## src/rtl/uart_byte_receiver.sv

```systemverilog
// uart_byte_receiver: 8N1 LSB-first serial byte receiver with valid/framing_error strobes.
// Define RX_PARITY_EN for 8E1 frames with an even-parity check.
module uart_byte_receiver #(
  parameter int CLKS_PER_BIT = 868,
  parameter int DATA_BITS    = 8
) (
  input  logic                 clk,
  input  logic                 reset,
  input  logic                 rx,
  output logic [DATA_BITS-1:0] data,
  output logic                 valid,
  output logic                 framing_error,
  output logic                 busy
);
  localparam int CW = (CLKS_PER_BIT > 1) ? $clog2(CLKS_PER_BIT) : 1;
  localparam int BW = $clog2(DATA_BITS + 1);
  localparam logic [CW-1:0] CNT_LAST = CW'(CLKS_PER_BIT - 1);
  localparam logic [CW-1:0] CNT_MID  = CW'(CLKS_PER_BIT / 2 - 1);
  localparam logic [BW-1:0] BIT_LAST = BW'(DATA_BITS - 1);
  typedef enum logic [2:0] {
    IDLE,
    START,
    DATA,
`ifdef RX_PARITY_EN
    PARITY,
`endif
    STOP,
    WAIT_HIGH
  } state_t;
  state_t                 state_q, state_d;
  logic                   rx_meta_q, rx_s_q;
  logic [CW-1:0]          cnt_q, cnt_d;
  logic [BW-1:0]          bit_q, bit_d;
  logic [DATA_BITS-1:0]   shift_q, shift_d, data_q, data_d;
  logic                   valid_q, valid_d, ferr_q, ferr_d;
  logic                   parity_ok;
`ifdef RX_PARITY_EN
  logic                   par_err_q, par_err_d;
  assign parity_ok = !par_err_q;
`else
  assign parity_ok = 1'b1;
`endif
  assign data          = data_q;
  assign valid         = valid_q;
  assign framing_error = ferr_q;
  assign busy          = state_q != IDLE;
  always_ff @(posedge clk or posedge reset) begin
    if (reset) begin
      rx_meta_q <= 1'b1;
      rx_s_q    <= 1'b1;
      state_q   <= IDLE;
      cnt_q     <= '0;
      bit_q     <= '0;
      shift_q   <= '0;
      data_q    <= '0;
      valid_q   <= 1'b0;
      ferr_q    <= 1'b0;
    end else begin
      rx_meta_q <= rx;
      rx_s_q    <= rx_meta_q;
      state_q   <= state_d;
      cnt_q     <= cnt_d;
      bit_q     <= bit_d;
      shift_q   <= shift_d;
      data_q    <= data_d;
      valid_q   <= valid_d;
      ferr_q    <= ferr_d;
    end
  end
`ifdef RX_PARITY_EN
  always_ff @(posedge clk or posedge reset) begin
    if (reset) par_err_q <= 1'b0;
    else       par_err_q <= par_err_d;
  end
`endif
  always_comb begin
    state_d = state_q;
    cnt_d   = (cnt_q == CNT_LAST) ? '0 : cnt_q + CW'(1);
    bit_d   = bit_q;
    shift_d = shift_q;
    data_d  = data_q;
    valid_d = 1'b0;
    ferr_d  = 1'b0;
`ifdef RX_PARITY_EN
    par_err_d = par_err_q;
`endif
    case (state_q)
      IDLE: begin
        cnt_d = '0;
        if (!rx_s_q) state_d = START;
      end
      START: begin
        // a start bit that is high again at its midpoint was a glitch
        if (cnt_q == CNT_MID) begin
          state_d = rx_s_q ? IDLE : DATA;
          cnt_d   = '0;
          bit_d   = '0;
        end
      end
      DATA: begin
        if (cnt_q == CNT_LAST) begin
          shift_d = {rx_s_q, shift_q[DATA_BITS-1:1]};
          bit_d   = bit_q + BW'(1);
`ifdef RX_PARITY_EN
          if (bit_q == BIT_LAST) state_d = PARITY;
`else
          if (bit_q == BIT_LAST) state_d = STOP;
`endif
        end
      end
`ifdef RX_PARITY_EN
      PARITY: begin
        if (cnt_q == CNT_LAST) begin
          par_err_d = ^{shift_q, rx_s_q};
          state_d   = STOP;
        end
      end
`endif
      STOP: begin
        if (cnt_q == CNT_LAST) begin
          valid_d = rx_s_q && parity_ok;
          ferr_d  = !(rx_s_q && parity_ok);
          data_d  = (rx_s_q && parity_ok) ? shift_q : data_q;
          state_d = rx_s_q ? IDLE : WAIT_HIGH;
        end
      end
      WAIT_HIGH: begin
        // a held-low break line must not be re-read as a stream of frames
        cnt_d = '0;
        if (rx_s_q) state_d = IDLE;
      end
      default: state_d = IDLE;
    endcase
  end
endmodule

```

## config.mk

```make
export PLATFORM = sky130hd
export DESIGN_NAME = uart_byte_receiver
export DESIGN_NICKNAME = d
export VERILOG_FILES = /design/src/rtl/uart_byte_receiver.sv
export SDC_FILE = /design/constraint.sdc
export NUM_CORES = 1
export LEC_CHECK = 0
export ABC_AREA = 1
export CAP_MARGIN = 10
export CORE_UTILIZATION = 25
export CTS_BUF_LIST = sky130_fd_sc_hd__clkbuf_4
export DETAILED_ROUTE_END_ITERATION = 10
export PLACE_DENSITY = 0.37
export SYNTH_ARGS = -nofsm -noshare
export SYNTH_HDL_FRONTEND = slang
export SYNTH_SLANG_ARGS = --single-unit
```

## constraint.sdc

```tcl
create_clock -name clk -period 2.1 [get_ports clk]
set_input_delay 0.315 -clock clk [delete_from_list [all_inputs] [get_ports clk]]
set_output_delay 0.315 -clock clk [all_outputs]
set_load 0.01 [all_outputs]
```

==> tab_implementation.tex <==
\begin{tabular}{lr}
\hline
Metric & Value \\
\hline
\multicolumn{2}{l}{\textbf{Logic synthesis}} \\
Portion of the post-synthesis area used by sequential elements & 50.68\% \\
Mean cell area of the mapped netlist & 8.520 µm² \\
Count of unique library cells instantiated by Yosys & 21 \\
Post-synth top cells & sky130\_fd\_sc\_hd\_\_nand2\_1, sky130\_fd\_sc\_hd\_\_dfrtp\_1, sky130\_fd\_sc\_hd\_\_inv\_1 \\
Cell accounting for the most synthesized area & sky130\_fd\_sc\_hd\_\_dfrtp\_1 \\
Nets in the synthesized netlist & 221 \\
Largest cells by area after synthesis & sky130\_fd\_sc\_hd\_\_dfrtp\_1, sky130\_fd\_sc\_hd\_\_nand2\_1, sky130\_fd\_sc\_hd\_\_inv\_1, sky130\_fd\_sc\_hd\_\_nor2\_1, sky130\_fd\_sc\_hd\_\_o21ai\_2 \\
Library cell with the highest instance count after synthesis & sky130\_fd\_sc\_hd\_\_nand2\_1 \\
Number of synthesized register bits & 37 \\
Synthesized netlist cell count & 215 \\
Leading register cell type out of synthesis & sky130\_fd\_sc\_hd\_\_dfrtp\_1 \\
Area fraction of the dominant cell type after synthesis & between 40 and 50\% \\
FFs w/ async S/R, synth & 100.0\% \\
Number of enable-type register cells in the synthesized netlist & 0 \\
Count of warnings emitted by yosys & 0 \\
Netlist area before placement & 1832 µm² \\
\multicolumn{2}{l}{\textbf{Detailed routing}} \\
Routed wire length & 3.513 mm \\
DRT Pass-1 Iters & 5 \\
Vias per std cell & $\sim$4 \\
First DRT Iteration DRCs & 55 \\
Post-detailed-route DRC marker count & 0 \\
Detail Route Antenna Nets & 0 \\
Routed wirelength normalized by instance count & about 11 µm \\
Vias after detailed routing & 1334 \\
\multicolumn{2}{l}{\textbf{Setup path}} \\
Endpoint of the most critical register-to-register path & shift\_q[7] \\
Arrival time at the worst endpoint & 1.50 ns \\
Crit-path cells & nor2\_1, nand2\_1, clkdlybuf4s50\_1 \\
Kind of cell with the highest combined delay on the critical path & buffers and inverters \\
Setup crit end & busy \\
Worst-path cell with the longest stage delay & sky130\_fd\_sc\_hd\_\_clkdlybuf4s50\_1 \\
CP Data Required Time & 1.78 ns \\
Worst R2R Start & cnt\_q[0] \\
Count of cell instances traversed by the critical path & 3 \\
Critical Path Fanout Max & 6 \\
Internal reg-to-reg setup slack & 0.47 ns \\
Element type at the critical path end & output port \\
Origin of the worst setup path & state\_q[0] \\
Cell depth of the worst flop-to-flop path & 6 \\
Startpoint-to-endpoint class of the critical path & reg -> out \\
Maximum single-stage delay on the critical path & 0.48 ns \\
CP Buf/Inv Count & 1 \\
Worst setup SP type & flip-flop \\
\multicolumn{2}{l}{\textbf{Die}} \\
Area of the die & 7674 µm² \\
Effective utilization at floorplan & 26.38\% \\
Die Y & 87.60 µm \\
Floorplan core area & 6944 µm² \\
Site Rows & 30 \\
Number of primary I/O pins & 14 \\
Die width & just under 90 µm \\
\multicolumn{2}{l}{\textbf{STA}} \\
Final worst clock skew & 0.01311 ns \\
Peak clock frequency supported by timing & 0.5509 GHz \\
Slew at the pin closest to its max-slew limit & approximately 0.48 ns \\
Final worst path period share & 86.44\% \\
Number of slew-limit violations in the final report & 0 \\
Total negative setup slack & 0 ns \\
Hold Fails Final Rpt & 0 \\
Worst slew margin relative to its limit & 67.95\% \\
Setup repair after global routing missed its margin & no \\
Worst hold slack across all endpoints & 0.3613 ns \\
Setup violation total in the final timing report & 0 \\
Minimum clock period & 1.815 ns \\
\multicolumn{2}{l}{\textbf{Power}} \\
Pwr Total & 1.143 mW \\
Switching share of power & 25.24\% \\
Clk network pwr share & roughly a third \\
Lkg Pwr & roughly 0.99 nW \\
Reported net switching power & 288.5 µW \\
Portion of total power attributed to sequential cells & a little over three fifths \\
Power per Cell Area & 537.3 nW/µm² \\
Int Pwr & 854.3 µW \\
IR Drop Worst-Case VDD & 0.2457 mV \\
Comb pwr share & around 1.9\% \\
\multicolumn{2}{l}{\textbf{GRT}} \\
Antenna violations before repair & 0 \\
Total congestion overflow after global routing & 0 \\
Vias in the first global route & 1396 \\
GRT Resource Usage Total & 10.87\% \\
Global-route wire length before repair & 6.320 mm \\
Largest net degree at the start of global routing & 38 \\
\multicolumn{2}{l}{\textbf{Clocking}} \\
TritonCTS clock tree & done \\
Clock Path Buffers & 2 \\
Cts bufs inserted & 5 \\
Number of setup buffers added after CTS & 0 \\
Num Clock Sinks & 37 \\
H-Tree Depth & 2 \\
Number of buffers added to fix hold violations after cts & 0 \\
Resize count post-CTS & 0 \\
Root buf cell & sky130\_fd\_sc\_hd\_\_clkbuf\_4 \\
Clock latency on the worst-skew pair & 0.34 ns \\
Clock-pin slew of the registers on the worst-case setup and hold paths & 0.13 ns \\
\multicolumn{2}{l}{\textbf{Run status}} \\
Outcome & complete, no violations \\
\multicolumn{2}{l}{\textbf{Place}} \\
Half-perimeter wire length of the detailed placement result & between 2 and 3 mm \\
Port bufs & 13 \\
Instance count after placement with tap cells included & 323 \\
Placer Congestion & 0.7278 \\
\multicolumn{2}{l}{\textbf{Layout}} \\
Share of layout cells above drive strength 1 & 17.02\% \\
Area Overhead vs Synth & 16.12\% \\
Diodes inserted & 0 \\
Post-layout net count & 240 \\
Fin cells & approximately 330 \\
\multicolumn{2}{l}{\textbf{Job}} \\
\# Max-Cap Violations & 0 \\
\multicolumn{2}{l}{\textbf{Hold path}} \\
Worst min-delay path class & in -> async \\
\hline
\end{tabular}
[logic make-up (layout without fill, tap and decap cells)]
kind of cell	count (synthesis)	in the layout	synth area share, %
buffers and inverters	33	53	7.582
and+or+nand+nor	117	117	29.99
AOI/OAI and AO/OA	20	20	7.309
xor gates and xnor gates	5	5	2.391
adders and majority gates	3	3	2.049
DFF	37	37	50.68
[worst min-delay path by stage]
stage / slack [ns] / start / to / depth (start not counted)
after CTS: 0.36 / rx / rx_meta_q / 1
after floorplan: 0.32 / rx / rx_meta_q / 0
final: 0.36 / reset / data[5] / 3
after detailed placement: 0.35 / rx_meta_q / rx_s_q / 0
after global placement: 0.35 / rx_meta_q / rx_s_q / 0
after global routing: 0.34 / rx / rx_meta_q / 1
[worst register-to-register path, cell delays in order (launching register included)]
cell and delay (ns):
sky130_fd_sc_hd__dfrtp_1 0.46, sky130_fd_sc_hd__ha_1 0.27, sky130_fd_sc_hd__nand2_2 0.09, sky130_fd_sc_hd__nor2_4 0.12
sky130_fd_sc_hd__nand3_4 0.11, sky130_fd_sc_hd__nor2_4 0.33, sky130_fd_sc_hd__o21ai_0 0.14
[placed cells by master, fill, tap and decap left out]
| cell type | synthesis | layout |
|---|---|---|
| sky130_fd_sc_hd__a21oi_1 | 1 | 1 |
| sky130_fd_sc_hd__buf_4 | 0 | 1 |
| sky130_fd_sc_hd__clkbuf_4 | 0 | 5 |
| sky130_fd_sc_hd__clkdlybuf4s50_1 | 0 | 13 |
| sky130_fd_sc_hd__clkinv_2 | 0 | 1 |
| sky130_fd_sc_hd__clkinv_4 | 0 | 2 |
| sky130_fd_sc_hd__dfrtp_1 | 35 | 35 |
| sky130_fd_sc_hd__dfstp_2 | 2 | 2 |
| sky130_fd_sc_hd__ha_1 | 3 | 3 |
| sky130_fd_sc_hd__inv_1 | 27 | 27 |
| sky130_fd_sc_hd__inv_2 | 4 | 4 |
| sky130_fd_sc_hd__nand2_1 | 57 | 57 |
| sky130_fd_sc_hd__nand2_2 | 10 | 10 |
| sky130_fd_sc_hd__nand2_4 | 1 | 1 |
| sky130_fd_sc_hd__nand3_1 | 9 | 9 |
| sky130_fd_sc_hd__nand3_4 | 1 | 1 |
| sky130_fd_sc_hd__nand4_1 | 8 | 8 |
| sky130_fd_sc_hd__nor2_1 | 25 | 25 |
| sky130_fd_sc_hd__nor2_4 | 4 | 4 |
| sky130_fd_sc_hd__nor3_1 | 2 | 2 |
| sky130_fd_sc_hd__o21ai_0 | 6 | 6 |
| sky130_fd_sc_hd__o21ai_1 | 4 | 4 |
| sky130_fd_sc_hd__o21ai_2 | 9 | 9 |
| sky130_fd_sc_hd__xnor2_1 | 1 | 1 |
| sky130_fd_sc_hd__xor2_1 | 4 | 4 |
[metrics by stage]
step           cell area (µm²)  util (%)  worst slack [ns]
2_1_floorplan             1832         -            0.6511
3_3_place_gp              2067     29.77            0.4954
3_5_place_dp              2067     29.77            0.4437
4_1_cts                   2127     30.63            0.2557
5_1_grt                   2127     30.63            0.1575
6_report                  2127     30.63            0.2848
[power by group through the flow]
stage	clock network, mW	registers, mW	logic [mW]
4_1_cts	0.426	0.718	0.0234
2_1_floorplan	0	0.731	0.0127
3_3_place_gp	0	0.731	0.0238
3_5_place_dp	0	0.731	0.0235
5_1_grt	0.449	0.718	0.0257
6_report	0.403	0.718	0.0216
[registers in the layout (all words and copies together) (netlist names)]
signal,count
cnt_q,10
data,8
shift_q,8
bit_q,4
state_q,3
framing_error,1
rx_meta_q,1
rx_s_q,1
valid,1
[area by class of cell]
| type | instances | area (µm²) |
|---|---|---|
| tap | 96 | 120.1 |
| fill | 754 | 4817 |
| timing repair buffer | 14 | 137.6 |
| sequential | 37 | 928.4 |
| multi-input combinational | 145 | 764.5 |
| clock buffer | 5 | 37.54 |
| inverter | 31 | 116.4 |
| clock inverter | 3 | 22.52 |
[per-layer routing]
layer | wire [µm] | vias to the layer above | track usage (%)
li1 | - | 710 | -
met1 | 1875 | 598 | 15.06
met2 | 1479 | 21 | 16.05
met3 | 100 | 5 | 2.545
met4 | 59 | 0 | 5.067
met5 | 0 | - | 0
Power figures use the tool's default switching activity.
